`config.mk`:
```
export PLATFORM = sky130hd
export DESIGN_NAME = clk_div_ctrl
export DESIGN_NICKNAME = d
export VERILOG_FILES = /design/src/rtl/clk_div_ctrl_pkg.sv /design/src/rtl/clk_div_ctrl_cnt.sv /design/src/rtl/clk_div_ctrl.sv
export SDC_FILE = /design/constraint.sdc
export NUM_CORES = 1
export LEC_CHECK = 0
export CORE_MARGIN = 5
export CORE_UTILIZATION = 50
export CTS_BUF_LIST = sky130_fd_sc_hd__clkbuf_8
export CTS_CLUSTER_SIZE = 40
export DETAILED_ROUTE_END_ITERATION = 8
export DONT_BUFFER_PORTS = 1
export PLACE_DENSITY_LB_ADDON = 0.12
export SLEW_MARGIN = 25
export SYNTH_ARGS = -nofsm -noshare
export SYNTH_HDL_FRONTEND = slang
export SYNTH_SLANG_ARGS = --single-unit
```
`constraint.sdc`:
```
create_clock -name i_ref_clk -period 5.78 [get_ports i_ref_clk]
set_input_delay 1.445 -clock i_ref_clk [delete_from_list [all_inputs] [get_ports i_ref_clk]]
set_output_delay 1.445 -clock i_ref_clk [all_outputs]
set_load 0.02 [all_outputs]
```
`src/rtl/clk_div_ctrl_pkg.sv`:
```
// -----------------------------------------------------------------------------
// clk_div_ctrl_pkg
//   Shared definitions for the clk_div run-time configuration controller:
//   FSM state encoding, default ratio bus width and the ratio range check.
// -----------------------------------------------------------------------------
package clk_div_ctrl_pkg;

  localparam int unsigned RATIO_W_DEF = 32;

  typedef enum logic [2:0] {
    ST_IDLE   = 3'd0,  // waiting for a request
    ST_DRAIN  = 3'd1,  // waiting for the divided clock's low phase
    ST_GATE   = 3'd2,  // divider enable held low
    ST_LOAD   = 3'd3,  // new ratio presented to the divider
    ST_SETTLE = 3'd4   // divider re-enabled, waiting one output period
  } state_e;

  // Inclusive range check; arguments are zero-extended by the caller so the
  // function works for any ratio bus width up to 64 bits.
  function automatic logic ratio_in_range(input logic [63:0] ratio,
                                          input logic [63:0] min_ratio,
                                          input logic [63:0] max_ratio);
    return (ratio >= min_ratio) && (ratio <= max_ratio);
  endfunction

endpackage

```
`src/rtl/clk_div_ctrl_cnt.sv`:
```
// -----------------------------------------------------------------------------
// clk_div_ctrl_cnt
//   Loadable down-counter with zero flag. Loading takes priority; otherwise
//   the counter decrements until it reaches zero and then holds.
// Ports
//   i_clk       clock, rising edge
//   i_rst_n     asynchronous active-low reset (counter cleared to 0)
//   i_load      load i_load_val this cycle
//   i_load_val  value to load
//   o_zero      counter currently equals zero
// -----------------------------------------------------------------------------
module clk_div_ctrl_cnt #(
  parameter int unsigned W = 32
) (
  input  logic         i_clk,
  input  logic         i_rst_n,
  input  logic         i_load,
  input  logic [W-1:0] i_load_val,
  output logic         o_zero
);

  logic [W-1:0] r_cnt;

  // NOTE: sequential state is written with non-blocking assignments so every
  // register samples the pre-edge value of every other register.
  always_ff @(posedge i_clk or negedge i_rst_n) begin
    if (!i_rst_n) begin
      r_cnt <= '0;
    end else if (i_load) begin
      r_cnt <= i_load_val;
    end else if (r_cnt != '0) begin
      r_cnt <= r_cnt - 1'b1;
    end
  end

  assign o_zero = (r_cnt == '0);

endmodule

```
`src/rtl/clk_div_ctrl.sv`:
```
// -----------------------------------------------------------------------------
// clk_div_ctrl
//   Run-time configuration controller for one clk_div instance. Takes ratio
//   change requests over valid/ready, and applies them glitch-free: wait for
//   the divided clock to fall, gate the divider, load the ratio, re-enable and
//   wait one full output period before reporting lock.
//
// Optional feature: define CLK_DIV_CTRL_TIMEOUT_EN to bound the wait for the
//   divided clock's falling edge to DRAIN_TO cycles; on expiry o_drain_to
//   pulses and the change is forced. Without it, o_drain_to is tied low.
//
// Ports
//   i_ref_clk    sole clock, rising edge
//   i_rst_n      asynchronous active-low reset
//   i_req_valid  ratio-change request valid
//   i_req_ratio  requested ratio, sampled on accept
//   o_req_ready  high only in IDLE
//   o_req_err    1-cycle pulse: accepted ratio out of [MIN_RATIO,MAX_RATIO]
//   i_div_clk    feedback from clk_div o_div_clk
//   o_clk_en     to clk_div i_clk_en
//   o_div_ratio  to clk_div i_div_ratio
//   o_locked     divider running at o_div_ratio and settled
//   o_busy       FSM not in IDLE
//   o_drain_to   1-cycle pulse on drain timeout
// -----------------------------------------------------------------------------
module clk_div_ctrl
  import clk_div_ctrl_pkg::*;
#(
  parameter int unsigned RATIO_W     = RATIO_W_DEF,
  parameter int unsigned MIN_RATIO   = 2,
  parameter int unsigned MAX_RATIO   = 1024,
  parameter int unsigned RESET_RATIO = 2,
  parameter int unsigned GATE_CYC    = 2,
  parameter int unsigned DRAIN_TO    = 2048
) (
  input  logic               i_ref_clk,
  input  logic               i_rst_n,
  input  logic               i_req_valid,
  input  logic [RATIO_W-1:0] i_req_ratio,
  output logic               o_req_ready,
  output logic               o_req_err,
  input  logic               i_div_clk,
  output logic               o_clk_en,
  output logic [RATIO_W-1:0] o_div_ratio,
  output logic               o_locked,
  output logic               o_busy,
  output logic               o_drain_to
);

  state_e             r_state;
  state_e             w_state_nxt;
  logic [RATIO_W-1:0] r_shadow;
  logic [RATIO_W-1:0] r_div_ratio;
  logic               r_clk_en;
  logic               r_locked;
  logic               r_req_err;
  logic               r_div_clk_prev;

  logic               w_accept;
  logic               w_in_range;
  logic               w_fall;
  logic               w_cnt_zero;
  logic               w_cnt_load;
  logic [RATIO_W-1:0] w_cnt_val;
  logic               w_clk_en_nxt;
  logic               w_locked_nxt;
  logic               w_req_err_nxt;
  logic               w_ratio_load;
  logic               w_drain_to_nxt;

  assign o_req_ready = (r_state == ST_IDLE);
  assign o_busy      = (r_state != ST_IDLE);
  assign w_accept    = i_req_valid && o_req_ready;
  assign w_in_range  = ratio_in_range(64'(i_req_ratio), 64'(MIN_RATIO), 64'(MAX_RATIO));
  assign w_fall      = r_div_clk_prev && !i_div_clk;

  // One counter serves the drain timeout, the gate hold and the settle period;
  // those phases never overlap, so each phase loads it on entry.
  clk_div_ctrl_cnt #(.W(RATIO_W)) u_cnt (
    .i_clk      (i_ref_clk),
    .i_rst_n    (i_rst_n),
    .i_load     (w_cnt_load),
    .i_load_val (w_cnt_val),
    .o_zero     (w_cnt_zero)
  );

  // NOTE: every output of this block is given a default before the case
  // statement, so no path leaves a signal unassigned and no latch is inferred.
  always_comb begin
    w_state_nxt    = r_state;
    w_clk_en_nxt   = r_clk_en;
    w_locked_nxt   = r_locked;
    w_req_err_nxt  = 1'b0;
    w_ratio_load   = 1'b0;
    w_drain_to_nxt = 1'b0;
    w_cnt_load     = 1'b0;
    w_cnt_val      = '0;

    unique case (r_state)
      ST_IDLE: begin
        if (w_accept) begin
          if (!w_in_range) begin
            w_req_err_nxt = 1'b1;
          end else if (!((i_req_ratio == r_div_ratio) && r_locked)) begin
            if (!r_clk_en) begin
              // Divider is stopped: nothing to drain, load straight away.
              w_state_nxt = ST_LOAD;
            end else begin
              w_state_nxt  = ST_DRAIN;
              w_locked_nxt = 1'b0;
              w_cnt_load   = 1'b1;
              w_cnt_val    = RATIO_W'(DRAIN_TO - 1);
            end
          end
        end
      end

      ST_DRAIN: begin
        // Gating right after the divided clock falls keeps the low phase
        // intact and avoids a runt pulse on the divider output.
        if (w_fall) begin
          w_state_nxt  = ST_GATE;
          w_clk_en_nxt = 1'b0;
          w_cnt_load   = 1'b1;
          w_cnt_val    = RATIO_W'(GATE_CYC - 1);
        end
`ifdef CLK_DIV_CTRL_TIMEOUT_EN
        else if (w_cnt_zero) begin
          w_drain_to_nxt = 1'b1;
          w_state_nxt    = ST_GATE;
          w_clk_en_nxt   = 1'b0;
          w_cnt_load     = 1'b1;
          w_cnt_val      = RATIO_W'(GATE_CYC - 1);
        end
`endif
      end

      ST_GATE: begin
        if (w_cnt_zero) begin
          w_state_nxt = ST_LOAD;
        end
      end

      ST_LOAD: begin
        // Ratio and enable change on the same edge; the settle count covers
        // exactly one period of the new ratio.
        w_ratio_load = 1'b1;
        w_clk_en_nxt = 1'b1;
        w_state_nxt  = ST_SETTLE;
        w_cnt_load   = 1'b1;
        w_cnt_val    = r_shadow - 1'b1;
      end

      ST_SETTLE: begin
        if (w_cnt_zero) begin
          w_state_nxt  = ST_IDLE;
          w_locked_nxt = 1'b1;
        end
      end

      default: begin
        w_state_nxt = ST_IDLE;
      end
    endcase
  end

  always_ff @(posedge i_ref_clk or negedge i_rst_n) begin
    if (!i_rst_n) begin
      r_state        <= ST_IDLE;
      r_shadow       <= RATIO_W'(RESET_RATIO);
      r_div_ratio    <= RATIO_W'(RESET_RATIO);
      r_clk_en       <= 1'b0;
      r_locked       <= 1'b0;
      r_req_err      <= 1'b0;
      r_div_clk_prev <= 1'b0;
    end else begin
      r_state        <= w_state_nxt;
      r_clk_en       <= w_clk_en_nxt;
      r_locked       <= w_locked_nxt;
      r_req_err      <= w_req_err_nxt;
      r_div_clk_prev <= i_div_clk;
      if (w_accept) begin
        r_shadow <= i_req_ratio;
      end
      if (w_ratio_load) begin
        r_div_ratio <= r_shadow;
      end
    end
  end

`ifdef CLK_DIV_CTRL_TIMEOUT_EN
  logic r_drain_to;

  always_ff @(posedge i_ref_clk or negedge i_rst_n) begin
    if (!i_rst_n) begin
      r_drain_to <= 1'b0;
    end else begin
      r_drain_to <= w_drain_to_nxt;
    end
  end

  assign o_drain_to = r_drain_to;
`else
  assign o_drain_to = 1'b0;
`endif

  assign o_clk_en    = r_clk_en;
  assign o_div_ratio = r_div_ratio;
  assign o_locked    = r_locked;
  assign o_req_err   = r_req_err;

endmodule

```
Word level (Yosys, flattened, before mapping)
Cells that the tools add are included.

storage, ports and cells
  input port bits = 36
  register bits = 103

operators by class
  add/sub/neg operators = 2
  $lt $le $gt $ge = 2
  reduce and logical (&&, ||, !) cells = 15
  equality and inequality tests = 12
  mux-type cells = 34

operator list
  cell                                                    count
  one-hot mux 32 bit (3 select lines)                     1
  two-way mux 32 bit                                      2
  subtractor 32 x 1 -> 32 bit (second input constant)     2
  two-way mux 11 bit                                      4
  == test 32 bit                                          1
  >= comparator 32 x 2 -> 1 bit (second input constant)   1
  <= comparator 32 x 11 -> 1 bit (second input constant)  1
  zero test 32 bit                                        1
  nonzero test 32 bit                                     1
  two-way mux 3 bit                                       6
  two-way mux 1 bit                                       16
  one-hot mux 3 bit (5 select lines)                      1
  AND reduction 6 bit                                     2
  != test 2 x 1 -> 1 bit (second input constant)          5
  == test 3 x 2 -> 1 bit (second input constant)          2
  nonzero test 2 bit                                      3
  logical AND 1 bit                                       4
  != test 2 bit (second input constant)                   2
  one-hot mux 1 bit (2 select lines)                      2
  == test 3 x 1 -> 1 bit (second input constant)          1
  == test 3 bit (second input constant)                   1
  zero test 3 bit                                         1
  one-hot mux 1 bit (3 select lines)                      1
  nonzero test 3 bit                                      1
  3 further kinds                                         3

Logic depth before layout (Yosys ltp)
Gate-level depths: netlist of the first run.

  depth after elaboration = 7
  depth in mapped cells = 8
  gate-level depth less buffers = 7

Modules after synthesis
Synthesis of the first run repeated with hierarchy kept, for this count alone.

second synthesis, totals
  cell total of the unflattened synthesis = 662
  area, all modules = 5987.0 um^2

by module, submodules not included
  module            area an instance (um^2)  times used  cells each
  clk_div_ctrl      4093.9                   1           453
  clk_div_ctrl_cnt  1893.1                   1           209

Worst setup path after synthesis of the first run
Ideal clock, no wire load.

  path kind = input -> register
  start point = in i_req_ratio[29]
  end point = reg u_cnt.r_cnt[13]
  arrival time = 3.035 ns
  stages = 6
  setup time = 0.140 ns
  path slack = 2.605 ns
  required time = 5.640 ns
  path through = or4_1 -> nor3_1 -> o211ai_1 -> a311oi_1 -> clkbuf_1 -> o32ai_1

between the ends
  cells in the longest elaborated chain, start to end = 7

RTL lines
  what                                                                                   line                    source
  start: declaration                                                                     clk_div_ctrl.sv:39      input logic [RATIO_W-1:0] i_req_ratio,
  parallel branches: the longest is 3 deep, another holds >= comparator 32 x 2 -> 1 bit  --
  two-way mux 1 bit *                                                                    clk_div_ctrl.sv:102     if (!w_in_range) begin
  two-way mux 1 bit *                                                                    clk_div_ctrl.sv:101     if (w_accept) begin
  one-hot mux 1 bit (3 select lines) *                                                   clk_div_ctrl.sv:99      unique case (r_state)
  two-way mux 32 bit or nonzero test 2 bit (tied branches)                               --
  end signal: assignment                                                                 clk_div_ctrl_cnt.sv:30  r_cnt <= i_load_val;
  end signal: assignment                                                                 clk_div_ctrl_cnt.sv:32  r_cnt <= r_cnt - 1'b1;
  end: declaration                                                                       clk_div_ctrl_cnt.sv:22  logic [W-1:0] r_cnt;

Every way passes the cells marked *.
A chain may end at the register's enable or synchronous reset.

Final worst setup path of the first run
  start point = reg u_cnt.r_cnt[0]
  end point = reg u_cnt.r_cnt[23]

between the ends
  cells in the longest elaborated chain, start to end = 3

RTL lines
  what                         line                    source
  subtractor 32 x 1 -> 32 bit  clk_div_ctrl_cnt.sv:32
  two-way mux 32 bit           clk_div_ctrl_cnt.sv:31  end else if (r_cnt != '0) begin
  two-way mux 32 bit           clk_div_ctrl_cnt.sv:29  end else if (i_load) begin

Several ways; a longest one is shown, not always the timed one. The select of a mux whose other input is x is not followed.

==> metrics.md, run 1 <==
| Metric | Value |
|---|---|
| ANT cells | `0` |
| Syn Area/Cell | `9.81 um^2` |
| Largest cells by area after synthesis | `dfrtp_1 45%, xnor2_1 9.9%, nand2_1 7.5%, mux2_2 6.0%, xor2_1 3.7%` |
| FP Rows | `38` |
| Pwr/cell area | `324 mW/mm^2` |
| Mapped Nets | `613` |
| Post-DR vias/cell | `6.02` |
| Post-synthesis cell area | `0.00564 mm^2` |
| Initial antenna violation count | `0` |
| Internal power | `1.29 mW` |
| CP Launch Type | `flop` |
| Net Sw Frac | `32.8%` |
| # IOs | `74` |
| Final WL | `14300 um` |
| Pleak | `2.39 nW` |
| RR Endpoint | `u_cnt.r_cnt[23]` |
| Critical path origin | `u_cnt.r_cnt[0]` |
| Final core occ | `54.3%` |
| Final Net Count | `596` |
| Die H | `116 um` |
| Final Hold Vio Count | `0` |
| CP endpoint | `u_cnt.r_cnt[23]` |
| Slew @ Worst Pin | `0.874 ns` |
| Core area | `0.0109 mm^2` |
| Req. time, crit path | `6.00 ns` |
| Post-CTS setup buffers | `0` |
| Global-route wire length before repair | `23500 um` |
| Commonest cells in the netlist | `113 x nand2_1, 101 x dfrtp_1, 64 x xnor2_1` |
| Status | `finished, final reports clean` |
| Yosys cell types | `49` |
| Clk Latency, worst-skew pair | `0.38 ns` |
| CTS root buf | `clkbuf_8` |
| EDFF count, synth | `0` |
| GRT Util Overall | `22.7%` |
| Post-CTS sizing | `0` |
| Max-slew violation count | `0` |
| Max Fclk | `0.321 GHz` |
| Area Growth Syn to Fin | `5.26%` |
| Max Root-Sink Buffers | `2` |
| Pre-Repair DR Iteration Count | `6` |
| Combinational share of power | `20.7%` |
| Share of layout cells above drive strength 1 | `11.7%` |
| Seq/Total Area, Yosys | `45.7%` |
| Clk sinks | `103` |
| Number of max-cap violations | `0` |
| Yosys top cell area share | `44.8%` |
| FFs w/ async S/R, synth | `100%` |
| Die Wd | `116 um` |
| Vias | `4229` |
| Maximum vdd drop | `213 uV` |
| Crit path time final | `3.12 ns` |
| Total power | `1.93 mW` |
| Fin crit share | `54.0%` |
| DR iter-0 viols | `183` |
| Mapped Cells | `575` |
| Setup TNS Final | `0 ns` |
| Post-route ant nets | `0` |
| Clock slew at reported path FFs | `0.11 ns` |
| Gpl congestion | `0.845` |
| Detailed-route DRC error count | `0` |
| RSZ-0062 raised after global routing | `false` |
| FF-to-FF path depth | `7` |
| Synth warn | `0` |
| Sw Pwr | `0.633 mW` |
| Full die area | `0.0135 mm^2` |
| Reg2reg setup slack | `2.66 ns` |
| DP Wirelength | `10200 um` |
| Final setup viols | `0` |
| Count leader, synth | `nand2_1` |
| Largest area contributor in the netlist | `dfrtp_1` |
| Worst relative slew slack | `41.2%` |
| Flop pwr share | `54.1%` |
| CP Capture Type | `flop` |
| CP Class | `reg2reg` |
| Arrival time worst endpoint | `3.34 ns` |
| CP max FO | `21` |
| Max H-tree Level | `3` |
| Hold Path Class | `reg2reg` |
| TritonCTS buffer count | `9` |
| Primary FF master, synth | `dfrtp_1` |
| CTS tree | `built` |
| Clock power share | `25.2%` |
| Starting Density | `51.6%` |
| Clk_skew | `0.0142 ns` |
| FF-to-FF Start | `u_cnt.r_cnt[0]` |
| WL/cell | `20.3 um` |
| Hold buffers post-CTS | `0` |
| Port Buffers | `0` |
| GR Overflow Total | `0` |
| Largest net degree at the start of global routing | `104` |
| Vias in the first global route | `4266` |
| #FFs+latches synth | `103` |
cell families (layout without fill, tap and decap cells):
logic type                 Yosys count  in the layout  synth area share [%]
AOI/OAI and AO/OA                   59             59                  8.12
xor gates and xnor gates            88             88                  13.7
adders and majority gates            2              2                 0.443
buffers and inverters               42             30                  3.24
DFF                                103            103                  45.7
muxes                               31             31                  6.16
other                                1              1                0.0665
and+or+nand+nor                    249            249                  22.6
state kept, by name, indices dropped and copies added, names as in the netlist:
name and cells:
o_req_err 1, o_clk_en 1, u_cnt.r_cnt 32, r_state 3, o_locked 1, r_div_clk_prev 1, r_shadow 32, o_div_ratio 32
power by group through the flow:
stage	combinational [mW]	sequential, mW	clock, mW
after floorplan	0.340	0.999	0
after global placement	0.386	1.05	0
after detailed placement	0.397	1.05	0
after CTS	0.400	1.04	0.498
after global routing	0.446	1.07	0.530
final	0.399	1.04	0.485
worst min path at each step:
stage	endpoint	slack, ns	depth (start not counted)	startpoint
floorplan	o_div_ratio[31]	0.48	2	r_shadow[31]
global placement	o_div_ratio[21]	0.54	2	r_shadow[21]
detailed placement	o_div_ratio[27]	0.53	2	r_shadow[27]
CTS	o_div_ratio[27]	0.55	2	r_shadow[27]
global route	o_div_ratio[21]	0.61	2	r_shadow[21]
finish	o_div_ratio[27]	0.55	2	r_shadow[27]
placed cells by master (no fill, tap or decap), types with 8 or more instances in the layout:
| cell type | instances |
|---|---|
| clkbuf_8 | 10 |
| inv_1 | 9 |
| nor3_1 | 22 |
| o21ai_0 | 13 |
| nor4_1 | 23 |
| xor2_1 | 24 |
| mux2_2 | 30 |
| xnor2_1 | 64 |
| nand2_1 | 113 |
| nor2_1 | 21 |
| nand4_1 | 8 |
| or4_1 | 10 |
| nand3_1 | 12 |
| o32ai_1 | 21 |
| dfrtp_1 | 101 |
metrics by stage:
| stage | worst slack, ns | instances | area (um^2) | hold slack (ns) |
|---|---|---|---|---|
| after CTS | 2.65 | 703 | 5940 | 0.554 |
| after floorplan | 2.60 | 575 | 5640 | 0.478 |
| final | 2.66 | 703 | 5940 | 0.549 |
| after global routing | 2.37 | 703 | 5940 | 0.608 |
| after detailed placement | 2.44 | 687 | 5730 | 0.529 |
| after global placement | 2.47 | 687 | 5730 | 0.535 |
critical path, stage by stage, from the launching register on:
cell and delay, ns:
dfrtp_1 0.44, inv_1 0.07, ha_1 0.22, or4b_2 0.67
nor2_1 0.48, nand4_1 0.25, nand2_1 0.62, o32ai_1 0.21
routing by layer:
layer / global-route usage [%] / wire length [um] / vias to the layer above
met5: 0 / 0 / -
met2: 33.6 / 6520 / 118
met4: 8.89 / 299 / 0
met1: 31.7 / 6450 / 2083
met3: 6.27 / 1020 / 23
li1: - / - / 2005
cell type report:
type | count | area, um^2
fillers | 1024 | 5000
multi-input cells | 430 | 2900
flip-flops and latches | 103 | 2580
well taps | 140 | 175
clock buffers | 10 | 138
clock inverters | 6 | 75.1
repair buffers | 5 | 37.5
inverters | 9 | 33.8
(Power assumes the default switching activity.)
==> inputs of run 2 (changes only) <==
- clock period: 5.78 -> 2.9 ns (I/O delays scaled with it)
==> run 2 against run 1 <==
  * Worst hold slack lost 0.52 ns
  * Die area is the same
  * Sequential share of layout area shrank 0.61 points
  * Clock skew shrank 0.00083 ns
  * Register-to-register slack lost 2.4 ns
  * Wire length shrank 0.56%
  * Critical path type unchanged
  * Worst setup slack lost 2.4 ns
  * Count of clock-buffer cells in the layout shrank 1
  * Sequential cell count is the same
==> metrics.md, run 2 (synthesized netlist as in run 1, its figures left out) <==
| Metric | Value |
|---|---|
| Core area | `0.0109 mm^2 (unchanged)` |
| Die H | `116 um (unchanged)` |
| ANT cells | `0 (unchanged)` |
| FF-to-FF Start | `r_shadow[10]` |
| # fillers | `998 (-2.5%)` |
| Critical path origin | `r_shadow[10]` |
| Area Growth Syn to Fin | `6.76%` |
| Post-CTS setup buffers | `0 (unchanged)` |
| Gpl congestion | `0.832 (-1.6%)` |
| DR iter-0 viols | `181 (-1.1%)` |
| Fin crit share | `89.8% (+36 points)` |
| Final Hold Vio Count | `0 (unchanged)` |
| Clk sinks | `103 (unchanged)` |
| Most common cell after layout, fill and taps aside | `nand2_1` |
| Max Root-Sink Buffers | `2 (unchanged)` |
| FF-to-FF path depth | `5 (-2)` |
| GR Overflow Total | `0 (unchanged)` |
| Final WL | `14200 um (-0.56%)` |
| CP Class | `reg2reg` |
| Die Wd | `116 um (unchanged)` |
| Post-route ant nets | `0 (unchanged)` |
| Final setup viols | `0 (unchanged)` |
| Most frequent cells in the layout | `113 x nand2_1, 101 x dfrtp_1, 64 x xnor2_1, 30 x mux2_2, 24 x xor2_1` |
| CP Launch Type | `flop` |
| Setup TNS Final | `0 ns (unchanged)` |
| CTS root buf | `clkbuf_8` |
| Detailed-route DRC error count | `0 (unchanged)` |
| Req. time, crit path | `3.14 ns (-2.86 ns)` |
| Post-DR vias/cell | `5.81 (-3.3%)` |
| Slew @ Worst Pin | `0.536 ns (-0.338 ns)` |
| Initial antenna violation count | `0 (unchanged)` |
| Clk Latency, worst-skew pair | `0.37 ns (about the same)` |
| Max Fclk | `0.384 GHz (+20%)` |
| Port Buffers | `0 (unchanged)` |
| Max H-tree Level | `3 (unchanged)` |
| Clock slew at reported path FFs | `0.11 ns (about the same)` |
| Global-route wire length before repair | `23400 um (-0.47%)` |
| Max-slew violation count | `0 (unchanged)` |
| Post-CTS sizing | `0 (unchanged)` |
| Multi-input gate area | `0.00290 mm^2 (unchanged)` |
| Arrival time worst endpoint | `2.84 ns (-0.50 ns)` |
| CP max FO | `14 (-33%)` |
| Register Area | `0.00258 mm^2 (unchanged)` |
| RSZ-0062 raised after global routing | `false` |
| Pleak | `2.44 nW (+2.2%)` |
| Status | `finished, final reports clean` |
| CP Capture Type | `flop` |
| Largest net degree at the start of global routing | `104 (unchanged)` |
| Vias | `4146 (-2.0%)` |
| WL/cell | `19.9 um (-2.0%)` |
| FP Rows | `38 (unchanged)` |
| Cell Area, Placed | `0.00581 mm^2 (+1.5%)` |
| Final core occ | `55.1% (+0.78 points)` |
| TritonCTS buffer count | `9 (unchanged)` |
| Design area | `0.00602 mm^2 (+1.4%)` |
| Pwr/cell area | `643 mW/mm^2 (+98%)` |
| Pre-Repair DR Iteration Count | `4 (-2)` |
| CTS tree | `built` |
| # IOs | `74 (unchanged)` |
| Hold Path Class | `in2async` |
| Worst relative slew slack | `64.0% (+23 points)` |
| Clk_skew | `0.0134 ns (-0.000832 ns)` |
| Maximum vdd drop | `314 uV (+47%)` |
| Crit path time final | `2.60 ns (-0.515 ns)` |
| Full die area | `0.0135 mm^2 (unchanged)` |
| DP Wirelength | `10300 um (+1.5%)` |
| Starting Density | `51.6% (unchanged)` |
| Share of layout cells above drive strength 1 | `13.3% (+1.5 points)` |
| Hold buffers post-CTS | `0 (unchanged)` |
| Number of max-cap violations | `0 (unchanged)` |
| Vias in the first global route | `4266 (unchanged)` |
| Final Net Count | `606 (+1.7%)` |
| GRT Util Overall | `22.3% (-0.32 points)` |
[run 2: critical path, cell delays in order, from the launching register on]
cell,delay (ns)
dfrtp_1,0.47
or4_1,0.66
or4_4,0.66
nor4_1,0.39
xnor2_1,0.18
o32ai_1,0.11
[run 2: final cells by class]
cell class | count | area share [%]
clock buffer | 9 | 2.06
clock inverter | 7 | 1.43
inverter | 9 | 0.561
multi-input combinational | 430 | 48.1
sequential | 103 | 42.8
tap | 140 | 2.91
timing repair buffer | 15 | 2.08
[run 2: final timing paths]
path / to / slack, ns
max in group asynchronous: o_div_ratio[1] / 2.59
setup reg to reg: u_cnt.r_cnt[27] / 0.30
hold reg to reg: r_shadow[1] / 0.56
hold / removal: o_clk_en / 0.03
setup / recovery: u_cnt.r_cnt[27] / 0.30
min in group i_ref_clk: r_div_clk_prev / 0.37
[run 2: routing by layer]
layer | vias up | global-route usage, % | routed length [um] | share of wire [%]
met3 | 14 | 6.06 | 910 | 6.4
met5 | - | 0 | 0 | 0
met1 | 2020 | 30.6 | 6530 | 46
met4 | 0 | 7.89 | 286 | 2.0
met2 | 95 | 34.3 | 6480 | 46
li1 | 2017 | - | - | -
[run 2: power breakdown]
| group | leakage, nW | internal [mW] | total (mW) | switching [mW] |
|---|---|---|---|---|
| registers | 1.29 | 1.70 | 2.08 | 0.385 |
| clock network | 0.105 | 0.421 | 0.971 | 0.550 |
| logic | 1.05 | 0.456 | 0.818 | 0.361 |
| total | 2.44 | 2.58 | 3.87 | 1.30 |
[run 2: stage by stage]
stage / hold slack (ns) / setup WS, ns / total power, mW / instances
4_1_cts: 0.0147 / 0.311 / 3.89 / 713
3_5_place_dp: 0.434 / 0.330 / 2.92 / 697
2_1_floorplan: 0.429 / 0.255 / 2.67 / 575
5_1_grt: 0.00146 / 0.143 / 4.09 / 713
3_3_place_gp: 0.433 / 0.388 / 2.88 / 697
6_report: 0.0306 / 0.295 / 3.87 / 713
==> inputs of run 3 (changes only) <==
- GPL_TIMING_DRIVEN: default -> 0
==> run 3 against run 2 <==
  * Critical path depth increased by 3
  * Clock power decreased by 9.7%
  * First-iteration DRC count increased by 50%
  * Die area unchanged
  * Count of clock-buffer cells in the layout increased by 1
  * Sequential power about the same
  * Utilization increased by 0.32 points
  * Register-to-register slack got worse by 0.10 ns
  * Critical path type unchanged
==> metrics.md, run 3 (synthesized netlist as in run 1, its figures left out) <==
| Metric | Value |
|---|---|
| Critical path origin | `u_cnt.r_cnt[1]` |
| Slew @ Worst Pin | `0.860 ns (+0.324 ns)` |
| Multi-input gate area | `0.00293 mm^2 (+0.99%)` |
| Clock slew at reported path FFs | `0.10 ns (about the same)` |
| Global-route wire length before repair | `24400 um (+4.3%)` |
| Clk Latency, worst-skew pair | `0.37 ns (about the same)` |
| Worst relative slew slack | `42.2% (-22 points)` |
| TritonCTS buffer count | `9 (unchanged)` |
| WL/cell | `20.1 um (+0.97%)` |
| RSZ-0062 raised after global routing | `false` |
| Initial antenna violation count | `0 (unchanged)` |
| Final setup viols | `0 (unchanged)` |
| CP max stage cell | `or4b_2` |
| Detailed-route DRC error count | `0 (unchanged)` |
| Clk sinks | `103 (unchanged)` |
| Reg2reg setup slack | `0.19 ns (-0.10 ns)` |
| CP Capture Type | `flop` |
| Clk_skew | `0.00887 ns (-0.00453 ns)` |
| Post-DR vias/cell | `5.90 (+1.5%)` |
| Clock power share | `23.2% (-1.9 points)` |
| Arrival time worst endpoint | `2.97 ns (+0.13 ns)` |
| Status | `finished, final reports clean` |
| Vias in the first global route | `4532 (+6.2%)` |
| Combinational share of power | `21.9% (+0.8 points)` |
| FF-to-FF path depth | `8 (+3)` |
| Pre-Repair DR Iteration Count | `4 (unchanged)` |
| ANT cells | `0 (unchanged)` |
| RR Endpoint | `u_cnt.r_cnt[4]` |
| Max Root-Sink Buffers | `2 (unchanged)` |
| Maximum vdd drop | `367 uV (+17%)` |
| Max Fclk | `0.369 GHz (-3.8%)` |
| Most frequent cells in the layout | `113 x nand2_1, 101 x dfrtp_1, 64 x xnor2_1, 30 x mux2_2, 24 x xor2_1` |
| GRT Util Overall | `23.4% (+1.0 points)` |
| CTS tree | `built` |
| # fillers | `1007 (+0.90%)` |
| Number of max-cap violations | `0 (unchanged)` |
| FP Rows | `38 (unchanged)` |
| Largest net degree at the start of global routing | `104 (unchanged)` |
| Starting Density | `51.6% (unchanged)` |
| Crit path time final | `2.71 ns (+0.104 ns)` |
| Net Sw Frac | `33.9% (+0.45 points)` |
| Internal power | `2.50 mW (-3.0%)` |
| Hold Path Class | `in2async` |
| Share of layout cells above drive strength 1 | `12.7% (-0.57 points)` |
| Die H | `116 um (unchanged)` |
| GR Overflow Total | `0 (unchanged)` |
| Pleak | `2.44 nW (about the same)` |
| FF-to-FF Start | `u_cnt.r_cnt[1]` |
| CP Cell Sequence | `inv_1 -> ha_1 -> or4b_2 -> nor2_4 -> and4_1 -> buf_2 -> o21ai_0 -> o211a_1` |
| Full die area | `0.0135 mm^2 (unchanged)` |
| Cell Area, Placed | `0.00582 mm^2 (about the same)` |
| Final WL | `14700 um (+3.5%)` |
| Final Net Count | `624 (+3.0%)` |
| Port Buffers | `0 (unchanged)` |
| CP max FO | `10 (-4)` |
| Register Area | `0.00258 mm^2 (unchanged)` |
| CTS root buf | `clkbuf_8` |
| Post-route ant nets | `0 (unchanged)` |
| Vias | `4315 (+4.1%)` |
| Area Growth Syn to Fin | `7.38%` |
| CP Launch Type | `flop` |
| Most common cell after layout, fill and taps aside | `nand2_1` |
| Fin crit share | `93.4% (+3.6 points)` |
| Hold slack | `0.0400 ns (+0.00944 ns)` |
| Req. time, crit path | `3.16 ns (+0.02 ns)` |
| CP Class | `reg2reg` |
| Core area | `0.0109 mm^2 (unchanged)` |
| Design area | `0.00606 mm^2 (+0.58%)` |
| Die Wd | `116 um (unchanged)` |
| Flop pwr share | `54.9% (+1.1 points)` |
| Final Hold Vio Count | `0 (unchanged)` |
| Max H-tree Level | `3 (unchanged)` |
| Slowest Stage Delay on Critical Path | `0.70 ns (+0.04 ns)` |
| Pwr/cell area | `624 mW/mm^2 (-2.9%)` |
| Gpl congestion | `0.864 (+3.9%)` |
| # IOs | `74 (unchanged)` |
| Max-slew violation count | `0 (unchanged)` |
| DP Wirelength | `11100 um (+7.9%)` |
| Sw Pwr | `1.28 mW (-1.0%)` |
| DR iter-0 viols | `271 (+50%)` |
## run 3: cell types whose count changed in the layout (fill, tap and decap cells not counted), moves of 2 or more
cell      previous run  this run
clkbuf_2             0         3
nor4_1              23        21
buf_6                0         2
inv_8                2         0
buf_4               14         1
buf_2                0         5
nor4_2               3         5
clkbuf_1             0        19
buf_1                0         3
clkinv_4             0         3
## run 3: how the worst max path moves through the flow
stage          cells past startpoint         endpoint  slack (ns)
6_report                           8   u_cnt.r_cnt[4]        0.19
5_1_grt                            8   u_cnt.r_cnt[4]        0.02
4_1_cts                            8  u_cnt.r_cnt[17]        0.01
3_5_place_dp                       8  u_cnt.r_cnt[17]       -0.61
3_3_place_gp                       8  u_cnt.r_cnt[20]       -0.55
2_1_floorplan                      8  u_cnt.r_cnt[13]        0.25
## run 3: power by group through the flow
| stage | Sequential [mW] | Clock [mW] | Combinational [mW] |
|---|---|---|---|
| floorplan | 1.99 | 0 | 0.678 |
| global placement | 2.07 | 0 | 0.789 |
| detailed placement | 2.09 | 0 | 0.813 |
| CTS | 2.06 | 0.896 | 0.824 |
| global route | 2.12 | 0.962 | 0.922 |
| finish | 2.08 | 0.877 | 0.830 |
## run 3: worst max-delay path, delay by kind of cell, from the launching register on
| kind | cells | cell delay, ns |
|---|---|---|
| DFF | 1 | 0.42 |
| adders and majority gates | 1 | 0.24 |
| buffers and inverters | 2 | 0.33 |
| AOI/OAI and AO/OA | 2 | 0.36 |
| and+or+nand+nor | 3 | 1.25 |
## run 3: what timing repair did
item | in CTS | in global routing
setup buffers | 0 | 0
gates resized for setup | 5 | 8
setup endpoints to repair | 45 | 28
hold buffers | 0 | 0
## run 3: metrics by stage
stage,cells,total power [mW],TNS (ns),setup WS (ns),util [%]
after global placement,715,2.86,-15.32,-0.551,53.2
after global routing,731,4.01,0,0.0207,55.4
after floorplan,575,2.67,0,0.255,-
final,731,3.78,0,0.192,55.4
after detailed placement,715,2.90,-16.70,-0.613,53.2
after CTS,731,3.78,0,0.0137,55.1
## run 3: final cells by class
type	instances	area share, %
multi-input cells	430	48.3
flip-flops and latches	103	42.6
well taps	140	2.89
plain buffers	33	2.52
clock buffers	10	2.27
clock inverters	6	0.847
inverters	9	0.558
## run 3: per-layer routing
metal,GRT usage [%],routed length [um],up-vias
met3,5.85,1040,16
li1,-,-,2055
met1,31.7,6430,2142
met2,36.7,6930,102
met5,0,0,-
met4,8.20,301,0
==> patch 1 (settings of run 3) <==
Encoding of `state_e`: now Gray code (3 bits for 5 states).
--- a/src/rtl/clk_div_ctrl_pkg.sv
+++ b/src/rtl/clk_div_ctrl_pkg.sv
@@ -10,7 +10,7 @@
   typedef enum logic [2:0] {
-    ST_IDLE   = 3'd0,  // waiting for a request
-    ST_DRAIN  = 3'd1,  // waiting for the divided clock's low phase
-    ST_GATE   = 3'd2,  // divider enable held low
-    ST_LOAD   = 3'd3,  // new ratio presented to the divider
-    ST_SETTLE = 3'd4   // divider re-enabled, waiting one output period
+    ST_IDLE   = 3'b000,  // waiting for a request
+    ST_DRAIN  = 3'b001,  // waiting for the divided clock's low phase
+    ST_GATE   = 3'b011,  // divider enable held low
+    ST_LOAD   = 3'b010,  // new ratio presented to the divider
+    ST_SETTLE = 3'b110   // divider re-enabled, waiting one output period
   } state_e;
Behaviour: same outputs for any inputs over 10 cycles, from zero or initial values and one cycle with i_rst_n low; not proved beyond that.
==> patch 1 against run 3 <==
Sequential share of layout area is 0.44 points higher. Worst setup slack better by 0.075 ns. Cell area decreased by 1.0%. Wire length is 1.5% lower. Sequential cell count unchanged. Via count decreased by 0.42%. Area after synthesis is 0.33% lower. Synthesized cell count up 1.7%. Die area fell by 0.31%. Global-route usage is 0.48 points lower. Largest cell class unchanged. Highest routed layer unchanged.
Power is not compared: it rests on default switching activity, and its combinational part moved more than twofold at a synthesized area within 25%.
==> patch 1: results (changes against run 3) <==
qor: clock_tree.clock_latency 0.38 ns
qor: logic_synthesis.synth.lib_cells_used.distinct 59 [was 49]
qor: place.buffer_ports.inserted 0 [unchanged]
qor: clock_tree.number_of_levels_in_the_clock_h_tree 3 [unchanged]
qor: place.post-place-ws 0.238 ns [was -0.613 ns]
qor: timing.final.period_utilization 90.8% [was 93.4%]
qor: logic_synthesis.synth_top_cells_by_area sky130_fd_sc_hd__dfrtp_1, sky130_fd_sc_hd__xor2_1, sky130_fd_sc_hd__nand2_1 [was sky130_fd_sc_hd__dfrtp_1, sky130_fd_sc_hd__xnor2_1, sky130_fd_sc_hd__nand2_1]
qor: cells_and_area.layout.filler_cells 998 [was 1007]
qor: outcome.status finished, final reports clean [unchanged]
qor: worst_setup_path.crit_arrival 2.88 ns [was 2.97 ns]
qor: global_route.grt_antenna_before_repair 0 [unchanged]
qor: drt.route.detailed.vias_per_inst 5.79 [was 5.90]
qor: timing.slew_headroom 54.7% [was 42.2%]
qor: timing.finClkSkew 0.0118 ns [was 0.00887 ns]
qor: place.gp_congestion 0.814 [was 0.864]
qor: drt.finalWirelength 14500 µm [was 14700 µm]
qor: logic_synthesis.syn_avg_cell_area 9.61 µm² [was 9.81 µm²]
qor: logic_synthesis.yosys_warnings 0 [unchanged]
qor: worst_setup_path.r2r_slack 0.27 ns [was 0.19 ns]
qor: global_route.globalRouteOverflowTotal 0 [unchanged]
qor: clock_tree.cts.path.max_buffers 2 [unchanged]
qor: cells_and_area.layout-drive-gt1-share 13.3% [was 12.7%]
qor: logic_synthesis.ys_top_cells_by_count sky130_fd_sc_hd__nand2_1, sky130_fd_sc_hd__dfrtp_1, sky130_fd_sc_hd__xor2_1 [was sky130_fd_sc_hd__nand2_1, sky130_fd_sc_hd__dfrtp_1, sky130_fd_sc_hd__xnor2_1]
qor: clock_tree.cts_made_buffers 9 [unchanged]
qor: drt.met1_length 6460 µm [was 6430 µm]
qor: global_route.gr-usage-all-layers 22.9% [was 23.4%]
qor: place.post-dp-hpwl 10900 µm [was 11100 µm]
qor: clock_tree.cts_repair_resize_count 0 [was 5]
qor: drt.dr_wl_met3 828 µm [was 1040 µm]
qor: logic_synthesis.synth_nets 623 [was 613]
qor: drt.route.detailed.wl_per_inst 19.5 µm [was 20.1 µm]
qor: global_route.grt_pass1_vias 4408 [was 4532]
qor: drt.wl_met2 6880 µm [was 6930 µm]
qor: place.dpl.cell_count 725 [was 715]
qor: global_route.grt_pass1_wl 23700 µm [was 24400 µm]
qor: timing.finalSetupViolCount 0 [unchanged]
qor: drt.drt_iter0_drc 287 [was 271]
qor: cells_and_area.nets 635 [was 624]
qor: logic_synthesis.synth_seq_area_share 45.9% [was 45.7%]
patch 1: cell types whose count changed in the layout (fill, tap and decap cells not counted), sizes merged, moves of 8 or more:
cell	run 3	this run
or4	11	3
o32ai	21	0
clkbuf	32	22
xor2	24	63
xnor2	64	25
nor2	22	40
o22ai	0	18
nand2	113	131
patch 1: through the flow:
stage | power [mW] | hold slack (ns) | instance area [µm²]
CTS | 6.70 | 0.0143 | 5980
detailed placement | 5.84 | 0.432 | 5800
floorplan | 5.05 | 0.429 | 5620
global route | 7.20 | -0.00255 | 6000
global placement | 5.76 | 0.432 | 5800
finish | 6.68 | 0.0302 | 6000
patch 1: per-layer routing:
layer,vias to the layer above,track usage [%]
met5,-,0
met4,0,8.28
met3,21,4.60
met2,113,36.3
met1,2124,31.4
li1,2039,-
patch 1: layout make-up:
type,count,share of cell area (%)
Multi-Input combinational cell,453,48.4
Sequential cell,103,43.0
Tap cell,140,2.92
Clock buffer,9,2.07
Buffer,23,2.02
Clock inverter,7,0.918
Inverter,6,0.375
Timing Repair Buffer,1,0.334
patch 1: power groups by stage:
stage          logic, mW  registers (mW)  clock network [mW]
2_1_floorplan       2.00            3.05                   0
3_3_place_gp        2.48            3.27                   0
3_5_place_dp        2.53            3.32                   0
4_1_cts             2.55            3.28               0.862
5_1_grt             2.87            3.40               0.933
6_report            2.55            3.29               0.842
patch 1: critical path: stages (launching register included):
cell                      delay, ns
sky130_fd_sc_hd__dfrtp_1       0.39
sky130_fd_sc_hd__inv_1         0.09
sky130_fd_sc_hd__ha_1          0.25
sky130_fd_sc_hd__nor4b_1       0.34
sky130_fd_sc_hd__nand2_1       0.23
sky130_fd_sc_hd__nor4_4        0.57
sky130_fd_sc_hd__nor3_2        0.18
sky130_fd_sc_hd__o21ai_4       0.19
sky130_fd_sc_hd__buf_8         0.18
sky130_fd_sc_hd__o22ai_1       0.08
patch 1: cell families after synthesis:
family	count (synthesis)	synth area share (%)
AO/OA/AOI/OAI	61	7.25
XOR/XNOR	88	13.7
adder cells (fa/ha/maj)	2	0.445
buffers and inverters	29	2.56
flip-flops	103	45.9
multiplexers	30	6.01
other	1	0.0667
AND/OR/NAND/NOR	271	24.1
patch 1: worst paths after layout:
kind / from / to / cells after the start
setup / recovery: u_cnt.r_cnt[0] / u_cnt.r_cnt[29] / 9
hold / removal: i_rst_n / r_shadow[9] / 0
setup reg to reg: u_cnt.r_cnt[0] / u_cnt.r_cnt[29] / 9
hold reg to reg: r_shadow[0] / u_cnt.r_cnt[0] / 1
max in group asynchronous: i_rst_n / o_div_ratio[9] / 1
min in group i_ref_clk: i_div_clk / r_div_clk_prev / 0
==> patch 2 (settings of run 3) <==
Without the edit above. The package constant `RATIO_W_DEF` goes from 32 to 16.
--- a/src/rtl/clk_div_ctrl_pkg.sv
+++ b/src/rtl/clk_div_ctrl_pkg.sv
@@ -7,3 +7,3 @@
 
-  localparam int unsigned RATIO_W_DEF = 32;
+  localparam int unsigned RATIO_W_DEF = 16;
 
Ports: changed (resized i_req_ratio and o_div_ratio); port bits go from 74 to 42. No check against the original RTL was run, so the function may have changed too.
==> patch 2 against run 3 <==
Count of clock-buffer cells in the layout decreased by 4. Worst setup slack better by 0.26 ns. Synthesized cell count is 47% lower. Sequential cell count is 48 lower. Clock power down 41%. Combinational power rose by 5.5%. Sequential share of layout area is 1.6 points higher. Power decreased by 24%. Non-clock buffer count is 19 lower. Area after synthesis down 48%. Cell count shrank 47%. Wire length down 56%. First-iteration DRC count fell by 59%. Cell area shrank 48%.
==> patch 2: results (changes against run 3) <==
qor: outcome.status finished, final reports clean [unchanged]
qor: worst_setup_path.critPathMaxStageDelay 0.56 ns [was 0.70 ns]
qor: global_route.gr-usage-all-layers 18.7% [was 23.4%]
qor: drt.route.detailed.vias_per_inst 5.44 [was 5.90]
qor: clock_tree.cts_repair_resize_count 0 [was 5]
qor: drt.finalWirelength 6490 µm [was 14700 µm]
qor: pwr.power.internal 1.80 mW [was 2.50 mW]
qor: cells_and_area.layout-drive-gt1-share 10.8% [was 12.7%]
qor: logic_synthesis.ys_top_cells_by_count sky130_fd_sc_hd__nand2_1, sky130_fd_sc_hd__dfrtp_1, sky130_fd_sc_hd__xnor2_1 [unchanged]
qor: logic_synthesis.synth_seq_area_share 47.3% [was 45.7%]
qor: timing.finClkSkew 0.00663 ns [was 0.00887 ns]
qor: worst_setup_path.crit_arrival 2.61 ns [was 2.97 ns]
qor: logic_synthesis.muxShareOfSynthArea 6.83% [was 6.16%]
qor: place.place_area 3000 µm² [was 5820 µm²]
qor: worst_setup_path.timing.critical_path.slowest_stage_cell sky130_fd_sc_hd__nor4_1 [was sky130_fd_sc_hd__or4b_2]
qor: pwr.vdd_drop_max 0.000411 V [was 0.000367 V]
qor: logic_synthesis.syn_avg_cell_area 9.49 µm² [was 9.81 µm²]
qor: timing.fin_hold_ws 0.110 ns [was 0.0400 ns]
qor: logic_synthesis.synth_nets 329 [was 613]
qor: drt.drt_iter0_drc 112 [was 271]
qor: pwr.power.net_switching 1.09 mW [was 1.28 mW]
qor: global_route.grt_start_max_net_pins 56 [was 104]
qor: pwr.p_leak 1.37 nW [was 2.44 nW]
qor: global_route.grt_pass1_wl 11000 µm [was 24400 µm]
qor: pwr.comb_power 0.876 mW [was 0.830 mW]
qor: logic_synthesis.post_synth_xor_area_fraction 11.7% [was 13.7%]
qor: cells_and_area.layout.filler_cells 517 [was 1007]
qor: global_route.grt_pass1_vias 2168 [was 4532]
qor: cells_and_area.postLayoutCellArea 3120 µm² [was 6060 µm²]
## patch 2: worst max path at each step
stage	startpoint	endpoint	depth (start not counted)	slack (ns)
finish	o_div_ratio[2]	u_cnt.r_cnt[4]	6	0.45
detailed placement	i_req_ratio[2]	u_cnt.r_cnt[4]	6	0.25
global placement	i_req_ratio[2]	u_cnt.r_cnt[4]	6	0.24
global route	u_cnt.r_cnt[0]	r_state[0]	8	0.24
floorplan	i_req_ratio[14]	u_cnt.r_cnt[9]	6	0.60
CTS	u_cnt.r_cnt[0]	r_state[0]	8	0.43
## patch 2: routing by layer
metal / global-route usage [%] / wire, µm
met4: 4.96 / 78
met1: 25.4 / 2930
met5: 0 / 0
met2: 30.0 / 3070
met3: 4.66 / 415
## patch 2: layout make-up
cell class                 instances  area share, %
buffer                            14           1.84
multi-input combinational        232           46.6
tap                               72           2.89
sequential                        55           44.2
inverter                           6          0.721
clock buffer                       6           2.65
clock inverter                     2           1.12
